===== src/rtl/multicycle_control_fsm.sv =====
// Main control for a shared-memory multicycle RV32I datapath.
// Moore FSM with registered state-decoded controls; MemReady and BranchTaken
// gate the IRWrite/PCWrite strobes combinationally so FETCH and BRANCH
// complete in the cycle the condition arrives.
// Includes a memory-wait watchdog (MEM_TIMEOUT = 0 disables it) and a
// retired-instruction counter.
// Optional build macro ILLEGAL_TRAP_EN: unrecognised opcodes trap into a
// sticky TRAP state and raise IllegalInstr. Without it they retire as NOPs
// (no retire pulse) and the IllegalInstr port does not exist.
module multicycle_control_fsm #(
  parameter int MEM_TIMEOUT  = 16,
  parameter int TMO_CNT_W    = 8,
  parameter int RETIRE_CNT_W = 32
) (
  input  logic                    clk,
  input  logic                    rst_n,
  input  logic [6:0]              Op,
  input  logic                    MemReady,
  input  logic                    BranchTaken,
  output logic                    MemReq,
  output logic                    MemWrite,
  output logic                    AdrSrc,
  output logic                    IRWrite,
  output logic                    PCWrite,
  output logic                    RegWrite,
  output logic [1:0]              ResultSrc,
  output logic [1:0]              ALUSrcA,
  output logic [1:0]              ALUSrcB,
  output logic [1:0]              ALUOp,
  output logic [2:0]              ImmSrc,
  output logic                    InstrRetired,
  output logic [RETIRE_CNT_W-1:0] RetireCount,
`ifdef ILLEGAL_TRAP_EN
  output logic                    IllegalInstr,
`endif
  output logic                    MemFault
);

  localparam logic [6:0] OP_LOAD  = 7'b0000011;
  localparam logic [6:0] OP_STORE = 7'b0100011;
  localparam logic [6:0] OP_R     = 7'b0110011;
  localparam logic [6:0] OP_I     = 7'b0010011;
  localparam logic [6:0] OP_JAL   = 7'b1101111;
  localparam logic [6:0] OP_JALR  = 7'b1100111;
  localparam logic [6:0] OP_BR    = 7'b1100011;
  localparam logic [6:0] OP_LUI   = 7'b0110111;
  localparam logic [6:0] OP_AUIPC = 7'b0010111;

  localparam bit                   WD_EN    = (MEM_TIMEOUT > 0);
  localparam logic [TMO_CNT_W-1:0] TMO_LAST = TMO_CNT_W'(WD_EN ? MEM_TIMEOUT - 1 : 0);

  typedef enum logic [4:0] {
    IDLE, FETCH, DECODE, MEMADR, MEMREAD, MEMWB, MEMWRITE,
    EXECR, EXECI, LUI, AUIPC, ALUWB, JAL, JALR_TGT, JALR_JUMP,
    BRANCH, FAULT, TRAP
  } state_t;

  // Registered control word; pc_fetch is qualified by MemReady, branch by BranchTaken.
  typedef struct packed {
    logic       mem_req;
    logic       mem_write;
    logic       adr_src;
    logic       ir_write;
    logic       pc_fetch;
    logic       pc_update;
    logic       branch;
    logic       reg_write;
    logic [1:0] result_src;
    logic [1:0] alu_src_a;
    logic [1:0] alu_src_b;
    logic [1:0] alu_op;
    logic       imm_en;
  } ctl_t;

  state_t               state, nxt;
  ctl_t                 ctl;
  logic [TMO_CNT_W-1:0] tmo_cnt;
  logic                 timeout;
  logic                 mem_wait;
  logic                 retire_nxt;
  logic [2:0]           imm_dec;
  logic                 fault_q;
`ifdef ILLEGAL_TRAP_EN
  logic                 illegal_q;
`endif

  function automatic ctl_t decode(input state_t s);
    ctl_t c;
    c = '0;
    c.imm_en = !(s inside {IDLE, FAULT, TRAP});
    case (s)
      FETCH: begin
        c.mem_req = 1'b1; c.ir_write = 1'b1; c.pc_fetch = 1'b1;
        c.result_src = 2'b10; c.alu_src_b = 2'b10;
      end
      DECODE:    begin c.alu_src_a = 2'b01; c.alu_src_b = 2'b01; end
      MEMADR:    begin c.alu_src_a = 2'b10; c.alu_src_b = 2'b01; end
      MEMREAD:   begin c.mem_req = 1'b1; c.adr_src = 1'b1; end
      MEMWB:     begin c.result_src = 2'b01; c.reg_write = 1'b1; end
      MEMWRITE:  begin c.mem_req = 1'b1; c.mem_write = 1'b1; c.adr_src = 1'b1; end
      EXECR:     begin c.alu_src_a = 2'b10; c.alu_op = 2'b10; end
      EXECI:     begin c.alu_src_a = 2'b10; c.alu_src_b = 2'b01; c.alu_op = 2'b10; end
      LUI:       begin c.alu_src_b = 2'b01; c.alu_op = 2'b11; end
      AUIPC:     begin c.alu_src_a = 2'b01; c.alu_src_b = 2'b01; end
      ALUWB:     begin c.reg_write = 1'b1; end
      JAL, JALR_JUMP: begin
        c.pc_update = 1'b1; c.alu_src_a = 2'b01; c.alu_src_b = 2'b10;
      end
      JALR_TGT:  begin c.alu_src_a = 2'b10; c.alu_src_b = 2'b01; end
      BRANCH:    begin c.branch = 1'b1; c.alu_src_a = 2'b10; c.alu_op = 2'b01; end
      default:   ;
    endcase
    return c;
  endfunction

  // Next-state selection, including watchdog expiry in the memory-wait states.
  always_comb begin
    mem_wait = state inside {FETCH, MEMREAD, MEMWRITE};
    timeout  = WD_EN && mem_wait && !MemReady && (tmo_cnt == TMO_LAST);
    nxt      = state;
    case (state)
      IDLE:     nxt = FETCH;
      FETCH:    if (MemReady) nxt = DECODE; else if (timeout) nxt = FAULT;
      DECODE: begin
        case (Op)
          OP_LOAD, OP_STORE: nxt = MEMADR;
          OP_R:              nxt = EXECR;
          OP_I:              nxt = EXECI;
          OP_JAL:            nxt = JAL;
          OP_JALR:           nxt = JALR_TGT;
          OP_BR:             nxt = BRANCH;
          OP_LUI:            nxt = LUI;
          OP_AUIPC:          nxt = AUIPC;
`ifdef ILLEGAL_TRAP_EN
          default:           nxt = TRAP;
`else
          default:           nxt = FETCH;
`endif
        endcase
      end
      MEMADR:   nxt = (Op == OP_STORE) ? MEMWRITE : MEMREAD;
      MEMREAD:  if (MemReady) nxt = MEMWB; else if (timeout) nxt = FAULT;
      MEMWB:    nxt = FETCH;
      MEMWRITE: if (MemReady) nxt = FETCH; else if (timeout) nxt = FAULT;
      EXECR, EXECI, LUI, AUIPC, JAL, JALR_JUMP: nxt = ALUWB;
      ALUWB:    nxt = FETCH;
      JALR_TGT: nxt = JALR_JUMP;
      BRANCH:   nxt = FETCH;
      FAULT:    nxt = FAULT;
      TRAP:     nxt = TRAP;
      default:  nxt = IDLE;
    endcase
    retire_nxt = (nxt == FETCH) && (state inside {MEMWB, MEMWRITE, ALUWB, BRANCH});
  end

  // Immediate format follows the opcode in every active state.
  always_comb begin
    case (Op)
      OP_LOAD, OP_I, OP_JALR: imm_dec = 3'b000;
      OP_STORE:               imm_dec = 3'b001;
      OP_BR:                  imm_dec = 3'b010;
      OP_JAL:                 imm_dec = 3'b011;
      OP_LUI, OP_AUIPC:       imm_dec = 3'b100;
      default:                imm_dec = 3'b000;
    endcase
  end

  // State, registered controls, watchdog, retire counter and sticky flags.
  always_ff @(posedge clk or negedge rst_n) begin
    if (!rst_n) begin
      state        <= IDLE;
      ctl          <= '0;
      tmo_cnt      <= '0;
      InstrRetired <= 1'b0;
      RetireCount  <= '0;
      fault_q      <= 1'b0;
`ifdef ILLEGAL_TRAP_EN
      illegal_q    <= 1'b0;
`endif
    end else begin
      state        <= nxt;
      ctl          <= decode(nxt);
      InstrRetired <= retire_nxt;
      if (retire_nxt) RetireCount <= RetireCount + 1'b1;
      if (nxt != state && (nxt inside {FETCH, MEMREAD, MEMWRITE}))
        tmo_cnt <= '0;
      else if (mem_wait && !MemReady)
        tmo_cnt <= tmo_cnt + 1'b1;
      if (nxt == FAULT) fault_q <= 1'b1;
`ifdef ILLEGAL_TRAP_EN
      if (nxt == TRAP) illegal_q <= 1'b1;
`endif
    end
  end

  assign MemReq    = ctl.mem_req;
  assign MemWrite  = ctl.mem_write;
  assign AdrSrc    = ctl.adr_src;
  assign IRWrite   = ctl.ir_write & MemReady;
  assign PCWrite   = (ctl.pc_fetch & MemReady) | ctl.pc_update | (ctl.branch & BranchTaken);
  assign RegWrite  = ctl.reg_write;
  assign ResultSrc = ctl.result_src;
  assign ALUSrcA   = ctl.alu_src_a;
  assign ALUSrcB   = ctl.alu_src_b;
  assign ALUOp     = ctl.alu_op;
  assign ImmSrc    = ctl.imm_en ? imm_dec : 3'b000;
  assign MemFault  = fault_q;
`ifdef ILLEGAL_TRAP_EN
  assign IllegalInstr = illegal_q;
`endif

endmodule


===== config.mk =====
export PLATFORM = sky130hd
export DESIGN_NAME = multicycle_control_fsm
export DESIGN_NICKNAME = d
export VERILOG_FILES = /design/src/rtl/multicycle_control_fsm.sv
export SDC_FILE = /design/constraint.sdc
export NUM_CORES = 1
export LEC_CHECK = 0
export BUFFER_PORTS_ARGS = -buffer_cell sky130_fd_sc_hd__clkbuf_2
export CAP_MARGIN = 20
export CORE_MARGIN = 5
export CORE_UTILIZATION = 41
export DETAILED_ROUTE_END_ITERATION = 10
export HOLD_SLACK_MARGIN = 0.08
export PLACE_DENSITY_LB_ADDON = 0.15
export SLEW_MARGIN = 20
export SYNTH_ARGS = -nofsm -noshare
export SYNTH_HDL_FRONTEND = slang
export SYNTH_SLANG_ARGS = --single-unit

===== constraint.sdc =====
create_clock -name clk -period 2.55 [get_ports clk]
set_input_delay 0.255 -clock clk [delete_from_list [all_inputs] [get_ports clk]]
set_output_delay 0.255 -clock clk [all_outputs]
set_load 0.02 [all_outputs]

---- Yosys cells after proc, flatten, opt, wreduce, memory -nomap -nowiden ----
Cells that the tools add are included.
W data, S select, Z words.
word-level totals
  word-level logic and storage cells ...... 118
  bits of input ports ..................... 11
  output and inout port bits .............. 51
  register bits after elaboration ......... 64
operators by class
  reduce and logical (&&, ||, !) cells .... 26
  add/sub/neg operators ................... 2
  bitwise operators ....................... 5
  equal/unequal tests ..................... 45
  multiplexer cells ....................... 22
operators by type and width
  cell                     number
  $eq A5 B4 Y1 const B     16
  $pmux W5 S10             1
  $eq A5 B3 Y1 const B     8
  $add A32 B1 Y32 const B  1
  $pmux W4 S8              1
  $eq A7 B6 Y1 const B     3
  $eq A7 B7 Y1 const B     3
  $eq A5 B2 Y1 const B     4
  $eq A5 B5 Y1 const B     4
  $mux W5                  4
  $mux W8                  2
  $eq A7 B5 Y1 const B     2
  $pmux W2 S2              3
  $pmux W3 S4              1
  $reduce_or A2 Y1         6
  $reduce_or A6 Y1         2
  $eq A5 B1 Y1 const B     2
  $logic_not A5 Y1         2
  $reduce_bool A3 Y1       3
  $add A8 B1 Y8 const B    1
  $eq A8 B4 Y1 const B     1
  $reduce_or A4 Y1         2
  $eq A7 B2 Y1 const B     1
  $mux W1                  6
  12 further kinds         21

---- Depth between registers and ports, before layout ----
Gate-level depths: netlist of run 1.
  word-level depth ........................ 11
  gate-level depth with buffers ........... 9
  gate-level depth less buffers ........... 8

---- Least setup slack after synthesis of run 1 ----
OpenSTA, ideal clock, no wires.
  path kind ............................... register to register
  from .................................... register tmo_cnt[4]
  to ...................................... register ctl (netlist bit ALUSrcB[1])
  setup time .............................. 0.101 ns
  data required time ...................... 2.449 ns
  arrival time ............................ 2.347 ns
  setup slack ............................. 0.102 ns
  clock period less this slack ............ 2.448 ns
  buffers on the path ..................... 0
  stages on the path, launching flop included .. 8
  path through ............................ dfrtp_1 -> or3_1 -> or2_4 -> a32o_2 -> a311oi_4 -> inv_4 -> or4_4 -> o311ai_2
on the way
  longest elaborated chain between the ends .. 8
  elaborated cells on any way between the ends .. 19
  those cells by class .................... 10 x eq/ne; 6 x mux; 3 x reduce/logical
ends and longest elaborated chain
  element                                                         RTL line       RTL
  from (decl)                                                     77             logic [TMO_CNT_W-1:0] tmo_cnt;
  from (signal assigned)                                          188            tmo_cnt <= tmo_cnt + 1'b1;
  $eq A8 B4 Y1 (*)                                                119            timeout = WD_EN && mem_wait && !MemReady && (tmo_cnt == TMO_LAST);
  $logic_and A1 B1 Y1 (*)                                         119
  $mux W5 (*)                                                     123, 142, 144
  $mux W5 (on tied branches)                                      144, 123, 142
  $pmux W5 S10 (*)                                                121            case (state)
  via nxt[1]                                                      75             state_t state, nxt;
  $eq A5 B4 Y1 (tied with other cells)                            91             case (s)
  $reduce_or A6 Y1 (no line) or $reduce_or A3 Y1 (tied branches)  -
  $pmux W2 S2 (*)                                                 91
  to (signal assigned)                                            182            ctl <= decode(nxt);
  to (decl)                                                       76             ctl_t ctl;
Mark *: on every way through the listed nets, which the timed path passes. The rest lies on a longest branch.
A chain may end at the register's enable or synchronous reset.

---- Worst setup path after layout of run 1 ----
  from .................................... register state[1]
  to ...................................... register ctl (netlist bit ALUSrcB[1])
on the way
  longest elaborated chain between the ends .. 10
  elaborated cells on any way between the ends .. 40
  those cells by class .................... 26 x eq/ne; 6 x mux; 8 x reduce/logical
ends and longest elaborated chain
  element                                                         RTL line       RTL
  from (decl)                                                     75
  from (signal assigned)                                          181            state <= nxt;
  $eq A5 B1 Y1 or $eq A5 B3 Y1 (tied branches)                    118, 121
  $reduce_bool A3 Y1                                              118            mem_wait = state inside {FETCH, MEMREAD, MEMWRITE};
  $logic_and A1 B1 Y1 (2 in series)                               119
  $mux W5                                                         123, 142, 144
  $mux W5 (on tied branches)                                      144, 123, 142
  $pmux W5 S10 (*)                                                121
  via nxt[3]                                                      75
  $eq A5 B4 Y1 (tied with other cells)                            91
  $reduce_or A6 Y1 (no line) or $reduce_or A3 Y1 (tied branches)  -
  $pmux W2 S2 (*)                                                 91
Marked as above.

==> results of run 1 <==
==> power by group through the flow <==
stage	Clock [mW]	Sequential, mW	Combinational, mW
final	0.796	1.30	1.76
after floorplan	0	1.31	1.05
after global routing	0.865	1.32	1.92
after global placement	0	1.32	1.54
after detailed placement	0	1.31	1.57
after CTS	0.818	1.30	1.59
==> path summary, 6_finish.rpt <==
check,slack (ps),startpoint,cells after the start,endpoint
max in group asynchronous,1520,rst_n,3,ALUSrcA[0]$_DFF_PN0_
hold reg to reg,470,RetireCount[31]$_DFFE_PN0P_,1,RetireCount[31]$_DFFE_PN0P_
min in group asynchronous,440,rst_n,2,state[4]$_DFF_PN0_
hold / removal,370,MemReady,3,ResultSrc[0]$_DFF_PN0_
setup / recovery,120,state[1]$_DFF_PN0_,8,ALUSrcB[1]$_DFF_PN0_
setup reg to reg,120,state[1]$_DFF_PN0_,8,ALUSrcB[1]$_DFF_PN0_
==> routing by layer <==
layer / GRT usage [%] / up-vias / wire [um]
met5: 0 / - / 0
li1: - / 1331 / -
met4: 7.56 / 0 / 151
met1: 21.4 / 1287 / 3550
met3: 3.93 / 14 / 378
met2: 24.9 / 63 / 3500
==> timing repair <==
action / CTS / global route
setup endpoints to repair: 5 / 14
resized for setup: 1 / 2
hold buffers: 1 / 0
buffers inserted: 0 / 8
endpoints found under the hold margin: 21 / 0
pin swaps: 0 / 4
==> cells by family (layout without fill, tap and decap cells) <==
| kind of cell | count (synthesis) | in the layout |
|---|---|---|
| adder cells (fa/ha/maj) | 2 | 2 |
| AO/OA/AOI/OAI | 41 | 41 |
| multiplexers | 4 | 4 |
| flip-flops | 63 | 63 |
| buffers and inverters | 43 | 130 |
| XOR/XNOR | 38 | 38 |
| AND/OR/NAND/NOR | 143 | 143 |
==> metrics by stage <==
step	utilization, %	hold slack (ps)	worst slack, ps	cell area, um^2	TNS (ps)
2_1_floorplan	-	-40.6	102	3290	0
3_3_place_gp	49.0	295	-82.4	3810	-250
3_5_place_dp	49.0	297	-127	3810	-313
4_1_cts	51.5	350	88.1	4000	0
5_1_grt	52.5	376	1.96	4080	0
6_report	52.5	369	115	4080	0
==> flip-flops by register name (all words and copies together), names as in the netlist, 2 cells and up <==
signal	count
RetireCount	32
tmo_cnt	8
state	5
ctl	4
ALUOp	2
ALUSrcA	2
ALUSrcB	2
ResultSrc	2
==> worst max-delay path, stage by stage, from the launching register on <==
cell and delay (ps):
dfrtp_1 470, buf_4 190, and4b_1 190, a21oi_1 130
o32a_1 260, inv_1 140, or2_2 330, or4_4 530
o311ai_2 80
==> cell type report <==
class                   count  area share [%]
clock buffers              13            3.90
clock inverters             3           0.430
inverters                  22            2.09
multi-input cells         228            37.2
flip-flops and latches     63            38.7
well taps                 102            3.13
repair buffers             92            14.5
==> synthesized netlist by cell type (5+ instances only) <==
cell type / count / area [um^2]
buf_4: 8 / 60.1
a21oi_1: 11 / 55.1
clkbuf_1: 8 / 30.0
nor2b_1: 5 / 31.3
nor2_1: 26 / 97.6
and3_1: 5 / 31.3
nand2b_1: 5 / 31.3
nor4_1: 12 / 75.1
buf_2: 5 / 25.0
dfrtp_1: 63 / 1580
xnor2_1: 12 / 105
nand3_1: 13 / 65.1
or3_1: 5 / 31.3
inv_1: 20 / 75.1
nor3_1: 21 / 105
xor2_1: 26 / 228
o21ai_0: 7 / 35.0
nand4_1: 6 / 37.5
nand2_1: 25 / 93.8
==> impl_results.md, run 1 <==
* Outcome: complete, no violations
* WL per Instance at 14.5 um
* Post-DP HPWL at around 5400 um
* Clock period minus worst slack at 2430 ps
* GRT Total Usage at ~16%
* CP Max Fanout at 6
* Io pins at 62
* Area occupied by multi-input gates at 1520 um^2
* Total wire length at ~7600 um
* Post-Syn Instances at ~330
* Distinct cells, synth at 57
* Final Max Tran Viols at 0
* N_diodes at 0
* Synthesized cell area at ~3300 um^2
* Core area at between 7000 and 8000 um^2
* Largest net degree at the start of global routing at 32
* Syn nets at ~350
* Final setup fails at 0
* Fraction of registers with async set/reset at 100%
* Total Power at ~3.9 mW
* Starting density of the core at between 40% and 50%
* Row Count at 32
* CTS tree: built
* Leading cell types in the layout, fill and taps excluded: dfrtp_1, clkbuf_2, nor2_1, xor2_1, buf_4
* Syn Area/Cell at between 9 and 10 um^2
* Placed cell count at about 500
* EDFF count, synth at 0
* Clock skew at 11.0 ps
* CTS max path bufs at 2
* Worst-Margin Slew at between 800 and 900 ps
* Share of cells above drive strength 1 at between 20% and 30%
* Total gr overflow at 0
* Non-Filler Instances at around 520
* Commonest non-fill, non-tap cell in the layout: dfrtp_1
* DRT Pass-1 Iters at 5
* Max cap viols at 0
* First-pass GRT wire length at about 13,000 um
* Ys Warns at 0
* Routed vias at 2,695
* Synth Register Bits at 63
* Antenna violations before repair at 0
* IO Port Bufs at slightly above 60
* Proportion of power drawn by the clock network at roughly 21%
* Critical Path RT at roughly 2800 ps
* Post-Synth Simple-Gate Area at 23.5%
* Crit path DAT at approximately 2700 ps
* Register area at 1580 um^2
* CP Launch Type: flip-flop
* Final hold violation count at 0
* Synth Area in Compound Gates at between 10% and 20%
* HP Class: primary input to flip-flop
* Sequential share of the synthesized area at a little under half
* Reg clk slew, reported paths at 80 ps
* Final period util at 95.5%
* Setup Crit Path Kind: flip-flop to flip-flop
* Comb power frac at 45.6%
* Residual DRC at 0
* Peak supply drop at 533 uV
* Lkg Pwr at about 2.1 nW
* Post-synthesis mux area share at 1.26%
* Cell Pwr Density at around 950 nW/um^2
* Sw Ratio at 39.5%
* Sequential Power Share at about a third
* Unrepaired setup endpoints after global routing: false
* # fillers at between 700 and 800
* Num CTS Buffers at 9
* CTS sink count at 63
* Via density per instance at between 5 and 6
* Area share of fa/ha/maj cells after synthesis at less than 1%
* Highest clock rate at around 0.41 GHz
* Layout area overhead at 24.0%
* Vias in the first global route at 2,612
* Antenna-violating nets left at 0
* Die area at roughly 10000 um^2
* Nets@finish at roughly 430
* Main combinational cell family by area after synthesis: simple AND/OR/NAND/NOR gates
* Psw at ~1.5 mW
* Clock Root Buffer: clkbuf_8
* Internal power at around 2.3 mW
* H-tree depth at 3
* XOR/XNOR Fraction of Synth Area at approximately a tenth
* Gp weighted congestion at between 0.8 and 0.9
* DIE WIDTH at between 90 and 100 um
* Drt first-iter violations at 94
* Slew HR at ~44%
* Primary FF master, synth: dfrtp_1
* Worst setup EP type: flip-flop
* Die Height at 99.5 um
* Later-pin clock latency in the skew report at roughly 350 ps
(Power assumes the default switching activity.)
==> inputs of run 2 (changes only) <==
--- a/config.mk
+++ b/config.mk
@@ -9,6 +9,7 @@
 export CAP_MARGIN = 20
 export CORE_MARGIN = 5
 export CORE_UTILIZATION = 41
+export CTS_BUF_LIST = sky130_fd_sc_hd__clkbuf_4 sky130_fd_sc_hd__clkbuf_8
 export DETAILED_ROUTE_END_ITERATION = 10
 export HOLD_SLACK_MARGIN = 0.08
 export PLACE_DENSITY_LB_ADDON = 0.15
==> run 2 against run 1 <==
  * Register-to-register slack about the same
  * Die area did not move
  * Combinational power hardly changed
  * Critical path type unchanged
  * Clock power is 2.6% higher
  * Sequential cell count unchanged
  * Sequential power barely moved
  * Via count up 0.22%
  * Fmax increased by 0.44%
  * Largest cell class unchanged
==> impl_results.md, run 2 (same netlist as run 1, synthesis figures left out) <==
* Row Count at 32 (unchanged)
* Worst hold slack at 369 ps (-0.119 ps)
* Biggest regs: RetireCount (32), tmo_cnt (8), state (5)
* Final cell utilization of the core at 52.6% (+0.16 points)
* Later-pin clock latency in the skew report at 350 ps (about the same)
* Gp weighted congestion at 0.874 (unchanged)
* CTS max path bufs at 2 (unchanged)
* Slowest cell on the critical path: or4_4
* Antenna-violating nets left at 0 (unchanged)
* Critical Path RT at 2800 ps (about the same)
* Worst-Margin Slew at 839 ps (+11.6 ps)
* Highest clock rate at 0.412 GHz (+0.44%)
* HP Class: primary input to flip-flop
* Starting density of the core at 42.3% (unchanged)
* CP Launch Type: flip-flop
* CTS tree: built
* Largest net degree at the start of global routing at 32 (unchanged)
* Clock period minus worst slack at 2420 ps (-10.6 ps)
* Unrepaired setup endpoints after global routing: false
* Die area at 9910 um^2 (unchanged)
* Commonest non-fill, non-tap cell in the layout: dfrtp_1
* N_diodes at 0 (unchanged)
* Top reg by flops: RetireCount
* Io pins at 62 (unchanged)
* Layout area overhead at 24.4%
* Antenna violations before repair at 0 (unchanged)
* Peak supply drop at 533 uV (+0.12%)
* Nets@finish at 429 (unchanged)
* Core area at 7770 um^2 (unchanged)
* Max cap viols at 0 (unchanged)
* Post-DP HPWL at 5440 um (unchanged)
* First-pass GRT wire length at 12,900 um (unchanged)
* CP Max Fanout at 6 (unchanged)
* Final period util at 95.1% (-0.42 points)
* Final setup fails at 0 (unchanged)
* Setup Crit Path Kind: flip-flop to flip-flop
* IO Port Bufs at 61 (unchanged)
* Final hold violation count at 0 (unchanged)
* WL per Instance at 14.5 um (+0.15%)
* Crit path DAT at 2670 ps (about the same)
* Lkg Pwr at 2.08 nW (+0.34%)
* Drt first-iter violations at 93 (-1.1%)
* Total gr overflow at 0 (unchanged)
* Outcome: complete, no violations
* Final Max Tran Viols at 0 (unchanged)
* CP peak stage delay at 530 ps (about the same)
* Share of cells above drive strength 1 at 30.2% (+0.71 points)
* Die Height at 99.5 um (unchanged)
* H-tree depth at 3 (unchanged)
* DRT Pass-1 Iters at 4 (-1)
* Total Power at 3.87 mW (+0.48%)
* DIE WIDTH at 99.5 um (unchanged)
* Clock Root Buffer: clkbuf_8
* Via density per instance at 5.16 (+0.22%)
* Worst setup EP type: flip-flop
* Largest register FFs at 32 (unchanged)
* Num CTS Buffers at 9 (unchanged)
* Vias in the first global route at 2,606 (-0.23%)
* Leading cell types in the layout, fill and taps excluded: dfrtp_1, clkbuf_2, nor2_1, xor2_1, buf_4
* Slew HR at 43.2% (-0.79 points)
* Cell Pwr Density at 947 nW/um^2 (+0.18%)
* Total wire length at 7590 um (+0.15%)
* Setup TNS at 0 ps (unchanged)
* Routed vias at 2,701 (+0.22%)
* GRT Total Usage at 16.2% (unchanged)
* CP cell instances: buf_4, and4b_1, a21oi_1, o32a_1, inv_1, or2_2, or4_4, o311ai_2
* Clock skew at 10.1 ps (-0.891 ps)
* Residual DRC at 0 (unchanged)
* Reg clk slew, reported paths at 80 ps (about the same)
* CTS sink count at 63 (unchanged)
==> run 2: cell counts in the layout (fill, tap and decap cells not counted) <==
Identical to the previous run, type by type.
==> run 2: where the power goes <==
group          internal (mW)  switching (mW)
clock network          0.425           0.392
registers               1.15           0.146
logic                  0.777           0.981
total                   2.35            1.52
==> run 2: layer usage <==
metal  share of wire, %  wire length [um]  vias to the layer above  track usage (%)
li1                   -                 -                     1330                -
met1                 47              3530                     1292             21.5
met2                 46              3500                       65             24.8
met3                5.4               407                       14             3.93
met4                2.0               153                        0             7.56
met5                  0                 0                        -                0
==> run 2: final cells by class <==
class	instances	area, um^2
clock buffer	13	166
tap	102	128
sequential	63	1580
fill	717	3680
timing repair buffer	92	591
clock inverter	3	17.5
inverter	22	85.1
multi-input combinational	228	1520
==> run 2: worst max-delay path: cells and delay by family (launching register included) <==
| kind | cells | cell delay [ps] |
|---|---|---|
| compound gates | 3 | 470 |
| buf+inv | 2 | 330 |
| flops | 1 | 460 |
| simple gates | 3 | 1050 |
==> run 2: path summary, 6_finish.rpt <==
kind | start | to | slack (ps) | depth (start not counted)
min | MemReady | ResultSrc[0]$_DFF_PN0_ | 370 | 3
max reg2reg | state[1]$_DFF_PN0_ | ALUSrcB[1]$_DFF_PN0_ | 130 | 8
min reg2reg | RetireCount[31]$_DFFE_PN0P_ | RetireCount[31]$_DFFE_PN0P_ | 470 | 1
min in group asynchronous | rst_n | state[4]$_DFF_PN0_ | 440 | 2
max | state[1]$_DFF_PN0_ | ALUSrcB[1]$_DFF_PN0_ | 130 | 8
max in group asynchronous | rst_n | tmo_cnt[6]$_DFFE_PN0P_ | 1520 | 3
==> run 2: timing repair <==
item | in CTS | in global routing
hold buffers | 1 | 0
resized for setup | 1 | 3
pin swaps | 0 | 4
buffers inserted | 0 | 8
setup endpoints to repair | 5 | 14
hold endpoints to repair | 21 | 0
==> run 2: stage by stage <==
stage / cells / cell area [um^2] / setup slack (ps)
floorplan: 334 / 3290 / 102
global placement: 498 / 3810 / -82.4
detailed placement: 498 / 3810 / -127
CTS: 515 / 4010 / 88.1
global route: 523 / 4090 / 1.96
finish: 523 / 4090 / 126
